`config.mk`:
```
export PLATFORM = sky130hd
export DESIGN_NAME = div_unit
export DESIGN_NICKNAME = d
export VERILOG_FILES = /design/src/rtl/rv_pkg.sv /design/src/rtl/div_step.sv /design/src/rtl/div_unit.sv
export SDC_FILE = /design/constraint.sdc
export NUM_CORES = 1
export LEC_CHECK = 0
export BUFFER_PORTS_ARGS = -buffer_cell sky130_fd_sc_hd__buf_2
export CELL_PAD_IN_SITES_DETAIL_PLACEMENT = 1
export CELL_PAD_IN_SITES_GLOBAL_PLACEMENT = 1
export CORE_ASPECT_RATIO = 1.2
export CORE_UTILIZATION = 41
export DETAILED_ROUTE_END_ITERATION = 7
export HOLD_SLACK_MARGIN = 0.12
export PLACE_DENSITY_LB_ADDON = 0.1
export SLEW_MARGIN = 20
export SYNTH_ARGS = -nofsm -noshare
export SYNTH_HDL_FRONTEND = slang
export SYNTH_HIERARCHICAL = 1
export SYNTH_SLANG_ARGS = --single-unit
```
`constraint.sdc`:
```
create_clock -name clk_i -period 4.25 [get_ports clk_i]
set_input_delay 0.2125 -clock clk_i [delete_from_list [all_inputs] [get_ports clk_i]]
set_output_delay 0.2125 -clock clk_i [all_outputs]
set_load 0.05 [all_outputs]
```
`src/rtl/rv_pkg.sv`:
```
// Shared RV32 execute-stage definitions: operand width, divide opcodes and divider FSM states.
package rv_pkg;

  localparam int XLEN = 32;

  typedef enum logic [1:0] {
    DIV  = 2'b00,
    DIVU = 2'b01,
    REM  = 2'b10,
    REMU = 2'b11
  } div_op_e;

  typedef enum logic [1:0] {
    IDLE = 2'b00,
    CALC = 2'b01,
    DONE = 2'b10
  } div_state_e;

  // Bit 0 of the opcode selects the unsigned flavour for both DIV/DIVU and REM/REMU.
  function automatic logic is_signed_op(input logic [1:0] op);
    return ~op[0];
  endfunction

endpackage

```
`src/rtl/div_step.sv`:
```
// One combinational restoring-division iteration: shift {rem,quo} left, trial-subtract the divisor.
module div_step #(
  parameter int W = 32
) (
  input  logic [W-1:0] rem_in,
  input  logic [W-1:0] quo_in,
  input  logic [W-1:0] divisor,
  output logic [W-1:0] rem_out,
  output logic [W-1:0] quo_out
);

  logic [W:0] rem_sh;
  logic [W:0] trial;
  logic       ge;

  assign rem_sh = {rem_in, quo_in[W-1]};
  assign trial  = rem_sh - {1'b0, divisor};

  // A set top bit in rem_sh already exceeds any divisor; otherwise trial[W] is the borrow.
  assign ge = rem_sh[W] | ~trial[W];

  assign rem_out = ge ? trial[W-1:0] : rem_sh[W-1:0];
  assign quo_out = {quo_in[W-2:0], ge};

endmodule

```
`src/rtl/div_unit.sv`:
```
// Iterative radix-2 divider for RV32M DIV/DIVU/REM/REMU; stalls the pipeline via busy_o while in flight.
module div_unit #(
  parameter int XLEN = rv_pkg::XLEN
) (
  input  logic            clk_i,
  input  logic            rst_ni,
  input  logic            start_i,
  input  logic [1:0]      op_i,
  input  logic [XLEN-1:0] a_i,
  input  logic [XLEN-1:0] b_i,
  input  logic            flush_i,
  output logic            busy_o,
  output logic            done_o,
  output logic [XLEN-1:0] result_o
);

  import rv_pkg::*;

  localparam int CW = $clog2(XLEN) + 1;
  localparam logic [XLEN-1:0] MIN_NEG = {1'b1, {(XLEN-1){1'b0}}};

  div_state_e      state_q;
  div_op_e         op_q;
  logic [CW-1:0]   cnt_q;
  logic            neg_quo_q;
  logic            neg_rem_q;
  logic [XLEN-1:0] divisor_q;
  logic [XLEN-1:0] rem_q;
  logic [XLEN-1:0] quo_q;
  logic [XLEN-1:0] result_q;

  logic            signed_op;
  logic            a_neg;
  logic            b_neg;
  logic [XLEN-1:0] a_abs;
  logic [XLEN-1:0] b_abs;
  logic            b_zero;
  logic            overflow;
  logic [XLEN-1:0] special_res;
  logic [XLEN-1:0] rem_nx;
  logic [XLEN-1:0] quo_nx;
  logic [XLEN-1:0] quo_fix;
  logic [XLEN-1:0] rem_fix;
  logic [XLEN-1:0] final_res;

  assign signed_op = is_signed_op(op_i);
  assign a_neg     = signed_op & a_i[XLEN-1];
  assign b_neg     = signed_op & b_i[XLEN-1];
  assign a_abs     = a_neg ? -a_i : a_i;
  assign b_abs     = b_neg ? -b_i : b_i;
  assign b_zero    = (b_i == '0);
  assign overflow  = signed_op & (a_i == MIN_NEG) & (b_i == '1);

  // Results that bypass the iteration entirely: divide-by-zero and the signed overflow case.
  always_comb begin
    special_res = '0;
    if (b_zero) begin
      case (div_op_e'(op_i))
        REM, REMU: special_res = a_i;
        default:   special_res = '1;
      endcase
    end else begin
      case (div_op_e'(op_i))
        REM, REMU: special_res = '0;
        default:   special_res = MIN_NEG;
      endcase
    end
  end

  div_step #(.W(XLEN)) u_step (
    .rem_in  (rem_q),
    .quo_in  (quo_q),
    .divisor (divisor_q),
    .rem_out (rem_nx),
    .quo_out (quo_nx)
  );

  assign quo_fix = neg_quo_q ? -quo_nx : quo_nx;
  assign rem_fix = neg_rem_q ? -rem_nx : rem_nx;

  always_comb begin
    case (op_q)
      REM, REMU: final_res = rem_fix;
      default:   final_res = quo_fix;
    endcase
  end

  // busy_o is combinational in IDLE so the issuing instruction is held in its first E cycle.
  always_comb begin
    busy_o = 1'b0;
    case (state_q)
      IDLE:    busy_o = start_i & ~flush_i;
      CALC:    busy_o = ~flush_i;
      default: busy_o = 1'b0;
    endcase
  end

  assign done_o   = (state_q == DONE) & ~flush_i;
  assign result_o = result_q;

  always_ff @(posedge clk_i) begin
    if (!rst_ni) begin
      state_q   <= IDLE;
      op_q      <= DIV;
      cnt_q     <= '0;
      neg_quo_q <= 1'b0;
      neg_rem_q <= 1'b0;
      divisor_q <= '0;
      rem_q     <= '0;
      quo_q     <= '0;
      result_q  <= '0;
    end else if (flush_i) begin
      state_q <= IDLE;
    end else begin
      case (state_q)
        IDLE: begin
          if (start_i) begin
            op_q      <= div_op_e'(op_i);
            neg_quo_q <= a_neg ^ b_neg;
            neg_rem_q <= a_neg;
            divisor_q <= b_abs;
            quo_q     <= a_abs;
            rem_q     <= '0;
            cnt_q     <= CW'(XLEN);
            if (b_zero || overflow) begin
              result_q <= special_res;
              state_q  <= DONE;
            end else begin
              state_q  <= CALC;
            end
          end
        end
        CALC: begin
          rem_q <= rem_nx;
          quo_q <= quo_nx;
          cnt_q <= cnt_q - 1'b1;
          if (cnt_q == CW'(1)) begin
            result_q <= final_res;
            state_q  <= DONE;
          end
        end
        DONE:    state_q <= IDLE;
        default: state_q <= IDLE;
      endcase
    end
  end

endmodule

```
# After elaboration in Yosys (flattened, before gate mapping)
# Cells that the tools add are included.
[classes]
div_mod_pow = 0
n_addsub = 6
shift = 0
bitwise = 12
multipliers = 0
mux = 24
eq_ne = 12
order_cmp = 0
n_reduce_logical = 11
[op_table]
columns = ["cell", "count"]
rows = [
  ["two-way mux 32 bit", 14],
  ["one-hot mux 32 bit (2 select lines)", 3],
  ["negator 32 bit", 4],
  ["equality test 32 bit, second input constant", 2],
  ["subtractor 33 x 32 -> 33 bit", 1],
  ["zero test 32 bit", 1],
  ["one-hot mux 6 bit (2 select lines)", 1],
  ["equality test 2 bit, second input constant", 5],
  ["bitwise AND 1 bit", 6],
  ["equality test 6 x 1 -> 1 bit, second input constant", 1],
  ["two-way mux 2 bit", 3],
  ["two-way mux 6 bit", 1],
  ["inequality test 2 bit, second input constant", 3],
  ["AND reduction 3 bit", 2],
  ["OR reduction 2 bit", 3],
  ["subtractor 6 x 1 -> 6 bit, second input constant", 1],
  ["AND reduction 5 bit", 1],
  ["NOT 1 bit", 4],
  ["one-hot mux 2 bit (2 select lines)", 1],
  ["equality test 2 x 1 -> 1 bit, second input constant", 1],
  ["zero test 2 bit", 1],
  ["one-hot mux 1 bit (2 select lines)", 1],
  ["AND reduction 2 bit", 1],
  ["nonzero test 2 bit", 1],
  ["3 further kinds", 3],
]
[word_totals]
out_inout_bits = 34
ff_bits = 140
latchBits = 0
mem_bits_ro = 0
ram_bits = 0
wordCells = 74
n_memories = 0
inputBits = 70

# Depth between registers and ports, before layout
[depth]
depth_word = 9
ltp_mapped = 21
mapped_depth_nobuf = 19

# By module
# Netlist, hierarchy kept.
[modules_own_cells]
columns = ["mod", "area_each_um2", "cells_per_inst", "seq_area_each_um2", "n_inst"]
rows = [
  ["div_unit", 8851.0, 1141, 2782.7, 1],
  ["div_step", 2499.9, 371, 0.0, 1],
]

# Least setup slack after synthesis
# OpenSTA, ideal clock, no wires.
[synth_timing]
path_kind = "flip-flop to flip-flop"
startpoint = "reg quo_q[31]"
endpoint = "reg result_q[13], in the netlist result_o[13]"
required_ns = 4.187
setup_time_ns = 0.063
arrival_ns = 4.484
path_slack_ns = -0.297
stages_incl_launch_ff = 19
synth_period_minus_slack_ns = 4.547
n_path_buf = 2
cell_sequence = "dfxtp_1 inv_1 ha_1 fa_1 nand2b_1 a21oi_1 o311ai_2 a211oi_2 nor3b_2 o31ai_4 buf_6 mux2_4 nor4_1 nor4b_1 clkbuf_1 a21oi_1 xnor2_1 a2111o_1 nand3_1"
[synth_between]
elab_chain_len = 9
elab_cells_between_ends = 11
cone_classes = "3 x add/sub; 6 x mux; 2 x bitwise"
[synth_rtl]
columns = ["element", "line", "source"]
rows = [
  ["start: declaration", "div_unit.sv:29", "logic [XLEN-1:0] quo_q;"],
  ["start signal: assignment", "div_unit.sv:122", "quo_q <= a_abs;"],
  ["start signal: assignment", "div_unit.sv:135", "quo_q <= quo_nx;"],
  ["subtractor 33 x 32 -> 33 bit (*)", "div_step.sv:17", "assign trial = rem_sh - {1'b0, divisor};"],
  ["NOT 1 bit", "div_step.sv:20", "assign ge = rem_sh[W] | ~trial[W];"],
  ["OR 1 bit", "div_step.sv:20", ""],
  ["two-way mux 32 bit (*)", "div_step.sv:22", "assign rem_out = ge ? trial[W-1:0] : rem_sh[W-1:0];"],
  ["named net rem_nx[8]", "div_unit.sv:40", "logic [XLEN-1:0] rem_nx;"],
  ["negator 32 bit (*)", "div_unit.sv:79", "assign rem_fix = neg_rem_q ? -rem_nx : rem_nx;"],
  ["two-way mux 32 bit (*)", "div_unit.sv:79", ""],
  ["two-way mux 32 bit (*)", "div_unit.sv:82", "case (op_q)"],
  ["two-way mux 32 bit (*)", "div_unit.sv:137", "if (cnt_q == CW'(1)) begin"],
  ["one-hot mux 32 bit (2 select lines) (*)", "div_unit.sv:115", "case (state_q)"],
  ["end signal: assignment", "div_unit.sv:126", "result_q <= special_res;"],
  ["end signal: assignment", "div_unit.sv:138", "result_q <= final_res;"],
  ["end: declaration", "div_unit.sv:30", "logic [XLEN-1:0] result_q;"],
]
# Mark *: on every way through the listed nets, which the timed path passes. The rest lies on a longest branch. The select of a mux whose other input is x is not followed.
# A chain may end at the register's enable or synchronous reset.

# Final worst setup path
[layout_timing]
startpoint = "reg quo_q[31]"
endpoint = "reg result_q[25], in the netlist result_o[25]"
[layout_between]
elab_chain_len = 9
elab_cells_between_ends = 11
cone_classes = "3 x add/sub; 6 x mux; 2 x bitwise"
[layout_rtl]
columns = ["element", "line", "source"]
rows = [
  ["subtractor 33 x 32 -> 33 bit", "div_step.sv:17", ""],
  ["NOT 1 bit", "div_step.sv:20", ""],
  ["OR 1 bit", "div_step.sv:20", ""],
  ["named net quo_nx[0]", "div_unit.sv:41", "logic [XLEN-1:0] quo_nx;"],
  ["two-way mux 32 bit", "div_step.sv:22", ""],
  ["named net rem_nx[4]", "div_unit.sv:40", ""],
  ["negator 32 bit", "div_unit.sv:79", ""],
  ["two-way mux 32 bit", "div_unit.sv:79", ""],
  ["two-way mux 32 bit", "div_unit.sv:82", ""],
  ["two-way mux 32 bit", "div_unit.sv:137", ""],
  ["one-hot mux 32 bit (2 select lines)", "div_unit.sv:115", ""],
]
# The timed path passes the listed nets, and every way through them passes these cells. The select of a mux whose other input is x is not followed.

==> impl_metrics.yaml <==
sta:
  drv_slew: 0
  slew_headroom_pct: 25.9
  rsz0062_at_grt: "yes"
  finClkSkew_ns: 0.0159
  finalSetupTns_ns: -2.05
  setup_ws_ns: -0.175
  setup_viol_count_final: 22
  whs_ns: 0.150
  final-hold-violation-count: 0
  period_share_pct: 104
  clock.fmax_mhz: 226
  period_needed_ns: 4.42
  worst_pin_slew_ns: 1.11
floorplanning:
  die_x_um: 154
  die_h_um: 184
  die_area_um2: 28400
  initial_core_util_pct: 41.8
  row_count: 66
  coreArea_um2: 27200
  ios: 104
outcome:
  violations: "negative setup slack"
  status: "complete, but fails checks"
final_layout:
  final_util_pct: 52.9
  n_antenna_cell: 0
  syn_to_final_growth_pct: 26.7
  n_fill_cell: 3384
  regArea_um2: 2790
  drive_above_1_share_pct: 26.2
  nets: 1810
  multi_input_area_um2: 8120
cts:
  ctsHtreeMaxLevel: 4
  tritoncts: "built"
  numCtsBuffers: 17
  root_buffer: "clkbuf_16"
  clkTransAtPathRegs_ns: 0.07
  cts_num_sinks: 139
  clockBufferDepth: 2
  clock_latency_ns: 0.44
critical_path:
  crit_fanout: 8
  r2r_start: "quo_q[31]$_SDFFE_PN0P_"
  critPathKind: "flop to flop"
  arrival_ns: 4.76
  crit_required_ns: 4.58
  startpoint: "quo_q[31]$_SDFFE_PN0P_"
  end_kind: "flop"
  start_kind: "flop"
worst_hold_path:
  min_from: "a_i[0]"
  hold_class: "input port to flop"
placement:
  place.gp.congestion: 0.925
  dpl.hpwl_mm: 34.9
  pre_cts_ws_ns: -0.723
  numPortBuffers: 103
synth:
  syn_area_per_cell_um2: 7.51
  synth_top_flop_cell: "dfxtp_1"
  yosys_register_bits: 139
  netlist_area_um2: 11400
  synth.yosys.seq_area_share_pct: 24.5
  synth-edff-count: 0
  syn-instance-count: 1512
  ys_types: 88
  ys_warn_count: 6
  syn_nets: 1622
  async_flop_share_pct: 0
detailed_routing:
  vias: 12600
  viasPerCell: 6.15
  drtIter0Drc: 687
  drt-total-wl_mm: 47.5
  wl_per_cell_um: 23.1
  drc_errors: 0
  antenna_left: 0
  dr.pass1.iters: 5
power:
  power_density_nw_per_um2: 303
  vdd_drop_max_mv: 0.238
  p_leak_nw: 6.00
grt:
  antenna_found_initial: 0
  grt_use_total_pct: 33.4
  grt_first_pass_wirelength_mm: 73.0
  grt_pass1_vias: 12800
  grt_max_degree: 74
  overflow: 0
job:
  max-cap-violations: 0
sequential cells by signal (all words and copies together) (netlist names):
register,cells
result_o,32
quo_q,32
neg_quo_q,1
divisor_q,32
cnt_q,6
state_q,2
neg_rem_q,1
op_q,1
rem_q,32
synth_stat cells, types with 9 or more instances:
library cell,n,area share [%]
a22oi_1,35,2.3
a41oi_1,11,0.85
o21ai_0,86,3.8
nand2b_1,14,0.77
a221oi_1,10,0.77
o221ai_1,9,0.69
clkbuf_1,79,2.6
xnor2_1,83,6.4
buf_4,35,2.3
o211ai_1,12,0.79
o31ai_1,10,0.66
dfxtp_1,139,25
nand4_1,32,1.8
and3_1,10,0.55
a31oi_1,30,1.7
xor2_1,55,4.2
o41ai_1,22,1.7
nor2_1,198,6.5
nand2_1,66,2.2
ha_1,39,4.3
buf_2,13,0.57
a21o_1,24,1.6
or3_1,19,1.0
a211oi_1,33,2.2
a21oi_1,120,5.3
nor4_1,17,0.94
inv_1,67,2.2
nor3_1,30,1.3
or4_1,20,1.3
nand3_1,39,1.7
power breakdown:
part | total (W) | internal (W) | switching, W | leakage, nW
clock | 0.00159 | 0.000927 | 0.000662 | 0.280
sequential | 0.00143 | 0.00136 | 0.0000742 | 1.13
combinational | 0.00134 | 0.000559 | 0.000783 | 4.59
total | 0.00436 | 0.00284 | 0.00152 | 6.00
cell type report:
class / instances / share of cell area (%)
Tap cell: 340 / 2.96
Sequential cell: 139 / 19.4
Inverter: 68 / 1.77
Clock inverter: 13 / 1.17
Clock buffer: 19 / 3.01
Timing Repair Buffer: 310 / 15.2
Multi-Input combinational cell: 1164 / 56.5
metrics by stage:
stage | cells | power (W) | area [um^2]
2_1_floorplan | 1512 | 0.00216 | 11400
3_3_place_gp | 2000 | 0.00258 | 13000
3_5_place_dp | 2000 | 0.00260 | 13000
4_1_cts | 2048 | 0.00428 | 14200
5_1_grt | 2053 | 0.00454 | 14400
6_report | 2053 | 0.00436 | 14400
final timing paths:
check	depth (start not counted)	to	slack (ns)
setup reg to reg	19	result_o[25]$_SDFFE_PN0P_	-0.17
setup / recovery	19	result_o[25]$_SDFFE_PN0P_	-0.17
hold / removal	3	quo_q[0]$_SDFFE_PN0P_	0.15
hold reg to reg	2	result_o[4]$_SDFFE_PN0P_	0.46
kinds of logic after synthesis:
kind of cell	after synthesis	synth area share [%]
muxes	13	1.38
AOI/OAI and AO/OA	481	28.6
adders and majority gates	40	4.48
buffers and inverters	209	8.56
xor gates and xnor gates	138	10.6
DFF	139	24.5
and+or+nand+nor	492	21.8
metal layers:
layer  wire (um)  part of all wire (%)  track usage (%)
met1       19800                    42             39.4
met2       23900                    50             60.3
met3        1790                   3.8             3.76
met4        1940                   4.1             15.0
met5           0                     0                0
critical path, cell delays in order, from the launching register on:
cell      delay, ns
dfxtp_2        0.33
inv_2          0.04
ha_4           0.16
fa_2           0.39
nand2b_4       0.17
a21oi_4        0.17
o311ai_4       0.15
a211oi_4       0.35
nor3b_4        0.10
o31ai_4        0.26
buf_6          0.19
mux2_4         0.35
or3_4          0.40
nor4b_4        0.29
buf_6          0.20
buf_12         0.13
a41oi_2        0.11
xnor2_1        0.21
a211oi_1       0.09
a22o_1         0.22
placed cells by master, fill, tap and decap left out, types with 11 or more instances in the layout:
| master | instances |
|---|---|
| a22oi_1 | 35 |
| buf_2 | 103 |
| or4_1 | 17 |
| clkbuf_16 | 17 |
| a211oi_1 | 33 |
| buf_6 | 11 |
| nand2b_1 | 12 |
| o41ai_1 | 18 |
| nor2_1 | 192 |
| xnor2_1 | 80 |
| nand4_1 | 32 |
| o21ai_0 | 80 |
| nor4_1 | 13 |
| nor3_1 | 30 |
| or3_1 | 17 |
| xor2_1 | 55 |
| buf_4 | 186 |
| nand3_1 | 38 |
| a31oi_1 | 28 |
| inv_1 | 64 |
| dfxtp_1 | 133 |
| a21oi_1 | 108 |
| nand2_1 | 65 |
| ha_1 | 31 |
| o211ai_1 | 12 |
| a21o_1 | 24 |
| a21oi_2 | 13 |
what timing repair did:
item,4_1_cts,5_1_grt
hold buffers,5,0
cloned,2,0
endpoints found under the hold margin,5,0
pin swaps,47,34
buffers inserted,9,6
endpoints found under the setup margin,31,29
gates resized for setup,75,34
No activity file was read; power rests on OpenSTA's default activity.
